===== src/rtl/zmaps_dma.sv =====
`default_nettype none
// ============================================================================
//  Module   : zmaps_dma
//  Purpose  : Block-copy sequencer moving 16-bit words from system memory
//             into an FPGA EAB file (CRAM or SFILE) through the DMA side of
//             the z80 mapping mux. Writes are paced so the Z80 keeps slots.
//  Revision : 1.0  initial release
// ============================================================================
module zmaps_dma #(
    parameter int SRC_AW = 21,
    parameter int WR_GAP = 1
) (
    input  logic              clk,
    input  logic              rst,
    input  logic              start,
    input  logic              abort,
    input  logic              tgt,
    input  logic [7:0]        fp_addr,
    input  logic [7:0]        len,
    input  logic [SRC_AW-1:0] src_addr,
    output logic              mem_req,
    output logic [SRC_AW-1:0] mem_addr,
    input  logic              mem_rdy,
    input  logic [15:0]       mem_rdata,
    output logic [15:0]       dma_data,
    output logic [7:0]        dma_wraddr,
    output logic              dma_cram_we,
    output logic              dma_sfile_we,
    output logic              busy,
    output logic              done
);

    // Last value of the gap counter before returning to REQ (unused when WR_GAP=0)
    localparam logic [3:0] GAP_LAST = 4'((WR_GAP > 0) ? (WR_GAP - 1) : 0);

    typedef enum logic [2:0] {
        S_IDLE = 3'd0,
        S_REQ  = 3'd1,
        S_WR   = 3'd2,
        S_GAP  = 3'd3,
        S_FIN  = 3'd4
    } state_t;

    state_t      state;
    state_t      state_nxt;
    logic        tgt_q;
    logic [7:0]  wa;
    logic [8:0]  remaining;
    logic [3:0]  gap_cnt;

    // State register
    always_ff @(posedge clk) begin
        if (rst) state <= S_IDLE;
        else     state <= state_nxt;
    end

    // Next-state decode and state-decoded outputs; abort returns any active state to IDLE
    always_comb begin
        state_nxt    = state;
        mem_req      = 1'b0;
        dma_cram_we  = 1'b0;
        dma_sfile_we = 1'b0;
        busy         = 1'b0;
        done         = 1'b0;
        case (state)
            S_IDLE: begin
                if (start && !abort) state_nxt = S_REQ;
            end
            S_REQ: begin
                mem_req = 1'b1;
                busy    = 1'b1;
                if (abort)        state_nxt = S_IDLE;
                else if (mem_rdy) state_nxt = S_WR;
            end
            S_WR: begin
                // The strobe is already committed for this cycle, even under abort
                dma_cram_we  = ~tgt_q;
                dma_sfile_we = tgt_q;
                busy         = 1'b1;
                if (abort)                  state_nxt = S_IDLE;
                else if (remaining == 9'd1) state_nxt = S_FIN;
                else if (WR_GAP > 0)        state_nxt = S_GAP;
                else                        state_nxt = S_REQ;
            end
            S_GAP: begin
                busy = 1'b1;
                if (abort)                    state_nxt = S_IDLE;
                else if (gap_cnt == GAP_LAST) state_nxt = S_REQ;
            end
            S_FIN: begin
                done      = 1'b1;
                state_nxt = S_IDLE;
            end
            default: state_nxt = S_IDLE;
        endcase
    end

    // Datapath: config latch, read-data capture, and post-write address/count update
    always_ff @(posedge clk) begin
        if (rst) begin
            tgt_q      <= 1'b0;
            wa         <= 8'd0;
            remaining  <= 9'd0;
            gap_cnt    <= 4'd0;
            mem_addr   <= '0;
            dma_data   <= 16'd0;
            dma_wraddr <= 8'd0;
        end else begin
            case (state)
                S_IDLE: begin
                    if (start && !abort) begin
                        tgt_q     <= tgt;
                        wa        <= fp_addr;
                        mem_addr  <= src_addr;
                        remaining <= (len == 8'd0) ? 9'd256 : {1'b0, len};
                    end
                end
                S_REQ: begin
                    if (mem_rdy && !abort) begin
                        dma_data   <= mem_rdata;
                        dma_wraddr <= wa;
                    end
                end
                S_WR: begin
                    wa        <= wa + 8'd1;
                    mem_addr  <= mem_addr + SRC_AW'(1);
                    remaining <= remaining - 9'd1;
                    gap_cnt   <= 4'd0;
                end
                S_GAP: begin
                    gap_cnt <= gap_cnt + 4'd1;
                end
                default: ;
            endcase
        end
    end

endmodule
`default_nettype wire


===== config.mk =====
export PLATFORM = sky130hd
export DESIGN_NAME = zmaps_dma
export DESIGN_NICKNAME = d
export VERILOG_FILES = /design/src/rtl/zmaps_dma.sv
export SDC_FILE = /design/constraint.sdc
export NUM_CORES = 1
export LEC_CHECK = 0
export ABC_AREA = 1
export BUFFER_PORTS_ARGS = -buffer_cell sky130_fd_sc_hd__buf_2
export CORE_ASPECT_RATIO = 0.7
export CORE_MARGIN = 2
export CORE_UTILIZATION = 41
export CTS_BUF_LIST = sky130_fd_sc_hd__clkbuf_4
export DETAILED_ROUTE_END_ITERATION = 12
export HOLD_SLACK_MARGIN = 0.05
export PLACE_DENSITY = 0.68
export SETUP_SLACK_MARGIN = 0.1
export SLEW_MARGIN = 5
export SYNTH_ARGS = -nofsm -noshare
export SYNTH_HDL_FRONTEND = slang
export SYNTH_SLANG_ARGS = --single-unit

===== constraint.sdc =====
create_clock -name clk -period 1.5 [get_ports clk]
set_input_delay 0.375 -clock clk [delete_from_list [all_inputs] [get_ports clk]]
set_output_delay 0.375 -clock clk [all_outputs]
set_load 0.005 [all_outputs]

After elaboration in Yosys (flattened, before gate mapping)
Cells that the tools add are included.
{ "classes": {"n_eq_ne": 8, "n_mux": 21, "addsub": 4, "bitwise": 1, "n_reduce_logical": 13} }
{ "ops": {"columns": ["cell", "count"], "rows": [
  ["21-bit case mux with 2 select lines", 1],
  ["21-bit by 1-bit adder with 21-bit output (second input constant)", 1],
  ["21-bit 2-to-1 mux", 1],
  ["3-bit 2-to-1 mux", 7],
  ["9-bit 2-to-1 mux", 2],
  ["9-bit case mux with 2 select lines", 1],
  ["8-bit case mux with 2 select lines", 1],
  ["3-bit case mux with 4 select lines", 1],
  ["9-bit by 1-bit equality test with 1-bit output (second input constant)", 1],
  ["9-bit by 1-bit subtractor with 9-bit output (second input constant)", 1],
  ["8-bit by 1-bit adder with 8-bit output (second input constant)", 1],
  ["8-bit zero test", 1],
  ["8-bit 2-to-1 mux", 1],
  ["4-bit case mux with 2 select lines", 1],
  ["3-bit by 2-bit equality test with 1-bit output (second input constant)", 2],
  ["3-bit != test (second input constant)", 2],
  ["2-bit AND reduction", 3],
  ["1-bit 2-to-1 mux", 5],
  ["4-bit by 1-bit adder with 4-bit output (second input constant)", 1],
  ["4-bit zero test", 1],
  ["2-bit nonzero test", 2],
  ["3-bit by 1-bit equality test with 1-bit output (second input constant)", 1],
  ["3-bit equality test (second input constant)", 1],
  ["3-bit zero test", 1],
  ["6 further kinds", 7]
]} }
{ "word_totals": {"inputBits": 59, "register_bits": 70, "word_cells": 55} }

Logic depth before layout (Yosys ltp)
{ "logic_depth": {"word_depth": 4, "depth_mapped": 10} }

Worst setup path before layout
Ideal clock, no wire load.
{ "synth_timing": {"kind": "register to register", "startpoint": "reg mem_addr[0]", "endpoint": "reg mem_addr[10]", "path_stages_with_launch": 11, "setup_slack_ns": 0.025, "t_arrival_ns": 1.359, "setup_time_ns": 0.115, "cell_sequence": "dfxtp_1 -> ha_1 -> nand3_1 -> inv_1 -> nand2_1 -> nor2_4 -> nand2_1 -> nand3_1 -> inv_1 -> o21ai_0 -> inv_1"} }
{ "synth_via": {"elab_chain_len": 2} }
{ "synth_lines": {"columns": ["item", "line_no", "source"], "rows": [
  ["start, declared", "22", "output logic [SRC_AW-1:0] mem_addr,"],
  ["start signal, assigned", "114", "mem_addr <= src_addr;"],
  ["start signal, assigned", "126", "mem_addr <= mem_addr + SRC_AW'(1);"],
  ["21-bit by 1-bit adder with 21-bit output", "126", null],
  ["21-bit case mux with 2 select lines", "109", "case (state)"]
]} }
Every way passes these cells.
A chain may end at the register's enable or synchronous reset.

Final worst setup path
{ "layout_timing": {"startpoint": "reg state[2]", "endpoint": "out dma_cram_we"} }
{ "layout_via": {"elab_chain_len": 2} }
{ "layout_lines": {"columns": ["item", "line_no", "source"], "rows": [
  ["start, declared", "44", "state_t state;"],
  ["start signal, assigned", "54", "else state <= state_nxt;"],
  ["3-bit by 2-bit equality test with 1-bit output", "65", "case (state)"],
  ["1-bit 2-to-1 mux", "65", null],
  ["end, declared", "27", "output logic dma_cram_we,"]
]} }
Every way passes these cells.

==> key figures <==
Final layout
  • Final Instance Area: around 6000 um^2
  • Fill count: about 720
  • Post-Layout Cell Count: approximately 860
  • Ant. Diodes: 0
  • Nets: 800
  • Multi-input gate area: 2352 um^2
  • Register Area: 1448 um^2
  • Share of cells above drive strength 1: 44.52%
  • Area Growth Syn to Fin: 57.29%

GRT
  • Gr ovfl total: 0
  • Initial antenna violation count: 0
  • Largest net degree at the start of global routing: 35
  • Number of global-route vias before repair: about 4,100
  • All-Layer GR Usage: 24.32%
  • Global-route wire length before repair: 19.74 mm

Run status
  • Failing checks: setup timing
  • Status: complete, but fails checks

Synth
  • Net count after synthesis: between 600 and 700
  • Post-synthesis cell type count: 39
  • Share of the synthesized area in the top cell type: approximately 37%
  • Main synth FF type: dfxtp_1
  • Mux cell area share after synthesis: 0%
  • Post-synthesis async set-or-reset flop share: 0%
  • XOR/XNOR Fraction of Synth Area: roughly 1.8%
  • Ys Warns: 0
  • Synth Area in Adders: around 2%
  • Synth area leaders: dfxtp_1 37%, nand2_1 12%, nor2_1 8.3%
  • Seq cells post-synth: 70
  • Largest family of logic cells by synthesized area: simple AND/OR/NAND/NOR gates
  • Syn_area_per_cell: just under 7 um^2
  • Post-synthesis simple-gate area fraction: 31.75%
  • EDFF count, synth: 0
  • Seq/Total Area, Yosys: between 30 and 40%
  • Complex-gate fraction of the synthesized area: between 10% and 20%
  • Mapped cell area: approximately 3800 um^2
  • Synth area leader: dfxtp_1
  • Post-Syn Instances: between 500 and 600

Worst hold path
  • Worst hold path class: input pin to flip-flop

Timing
  • Max-slew headroom: between 80% and 90%
  • Count of final hold-check violations: 0
  • Final Critical Period: ~1.7 ns
  • Fmax: 0.6028 GHz
  • Setup TNS: -1.213 ns
  • Slew Limit Fails: 0
  • Clk_skew: 0.01873 ns
  • Final setup vio count: 25
  • Worst Tran Pin Value: 0.2974 ns
  • Hold Slack: 0.1337 ns
  • Period utilization: 110.6%
  • RSZ-0062 raised after global routing: yes
  • Final WS setup: -0.1589 ns

Critical path
  • WS Path Type: flip-flop to primary output
  • WP data required: approximately 1.1 ns
  • Critical Path Fanout Max: 6
  • Crit-path cells: clkinv_4 -> nand3_4 -> buf_6 -> nor2_1 -> buf_2
  • CP Launch Type: flip-flop
  • Slowest cell on crit path: dfxtp_2
  • Critical Path Sink Type: primary output
  • Crit-path leading delay family: flip-flops
  • Worst EP arrival: 1.28 ns
  • Max stage delay on crit path: around 0.35 ns
  • Crit path buf inv count: 3

Job
  • Max cap viols: 0

Detailed routing
  • DR vias: approximately 4,600
  • DR vias/cell: around 5.3
  • DRT Pass-1 Iters: 5
  • DRT iter0 DRCs: ~480
  • # DRC: 0
  • Detail Route Antenna Nets: 0
  • Total wire length: roughly 14 mm
  • Routed WL per cell: 16.23 um

Clock network
  • Clock buffer depth: 2
  • CTS tree: done
  • CTS root buf: clkbuf_4
  • Sink Count: 70
  • Worst-path clk slew: approximately 0.13 ns
  • # hold bufs at CTS: 0
  • CTS buffer count: 9
  • CTS H-Tree Depth: 3
  • Clock Latency Late Sink: approximately 0.45 ns

Place
  • PortBufs: ~110
  • Post-DP HPWL: ~8.6 mm
  • Dpl cells: around 810
  • Cell Area, Placed: ~4700 um^2
  • Final GP Congestion: 0.9411
  • Pre-CTS WS: -0.01070 ns

Floorplanning
  • Initial Utilization: about two fifths
  • # rows: 29
  • Die width: ~120 um
  • Die Height: 84.45 um
  • Core ar.: between 9000 and 10,000 um^2
  • Boundary Pins: 109
  • Die area: around 10,000 um^2

Power
  • Maximum VDD drop: 469.6 uV
  • Pwr Density: 843.6 nW/um^2
  • Leak: 2.594 nW
per-layer routing:
layer,track usage (%),vias up,wire [um]
li1,-,2176,-
met1,33.49,2150,6045
met2,38.61,241,6513
met3,6.182,39,1156
met4,5.303,0,293
met5,0,-,0
power by group:
group	switching, W	total (W)	internal, W
logic	0.000685	0.00134	0.000655
clock network	0.000738	0.00157	0.000834
registers	0.000127	0.00212	0.00199
cells by family after synthesis:
kind of cell               after synthesis
DFF                                     70
and+or+nand+nor                        276
buffers and inverters                   81
xor gates and xnor gates                 8
AOI/OAI and AO/OA                      113
adders and majority gates                6
path summary, 6_finish.rpt:
check	endpoint	cells past startpoint	slack [ns]	start
max	dma_cram_we	5	-0.16	state[2]
min	dma_data[9]	3	0.13	mem_rdata[9]
max reg2reg	mem_addr[6]	10	-0.07	state[2]
min reg2reg	dma_wraddr[7]	2	0.51	wa[7]
through the flow:
stage,power [W],utilization [%]
floorplan,0.002631,-
CTS,0.004762,58.68
global route,0.005250,66.00
detailed placement,0.003033,52.06
global placement,0.003012,52.06
finish,0.005030,66.00
synth_stat cells (all sizes together) (2+ instances only):
cell    count
or2         2
a31oi      10
clkbuf      6
o21a        8
xnor2       3
xor2        5
nand4       6
buf        17
nand3b      4
o211ai      9
a21oi      32
nand2     129
dfxtp      70
nor3        7
a211oi      2
o21ai      48
and2        2
nor2       88
o31ai       2
nand3      37
inv        57
ha          6
worst min-delay path: cells and delay by family:
kind / cells / cell delay, ns
buffers and inverters: 1 / 0.08
AND/OR/NAND/NOR: 2 / 0.11
final cells by class:
class / instances / area share [%]
clock inverters: 6 / 1.867
inverters: 58 / 4.469
multi-input cells: 403 / 39.45
clock buffers: 9 / 1.133
well taps: 124 / 2.602
repair buffers: 191 / 25.87
repair inverters: 2 / 0.3357
flip-flops and latches: 70 / 24.28
placed cells by master, fill, tap and decap left out, types with 12 or more instances in the layout:
cell type and instances:
nand2_2 12, dfxtp_1 45, a21oi_1 18, buf_4 39
a21oi_2 14, dfxtp_2 19, o21ai_2 18, nand3_1 28
buf_2 97, nand2_1 115, o21ai_1 12, o21ai_0 17
buf_6 39, inv_1 44, nor2_1 72
state kept, by name (all words and copies together) (netlist names):
signal / count
gap_cnt: 4
remaining: 9
tgt_q: 1
dma_wraddr: 8
dma_data: 16
mem_addr: 21
state: 3
wa: 8
timing repair:
item                       4_1_cts  5_1_grt
resized for setup               79      133
pin swaps                       12       38
cloned                           1       11
setup endpoints to repair       51       80
setup buffers                   22       12
Power figures use the tool's default switching activity.
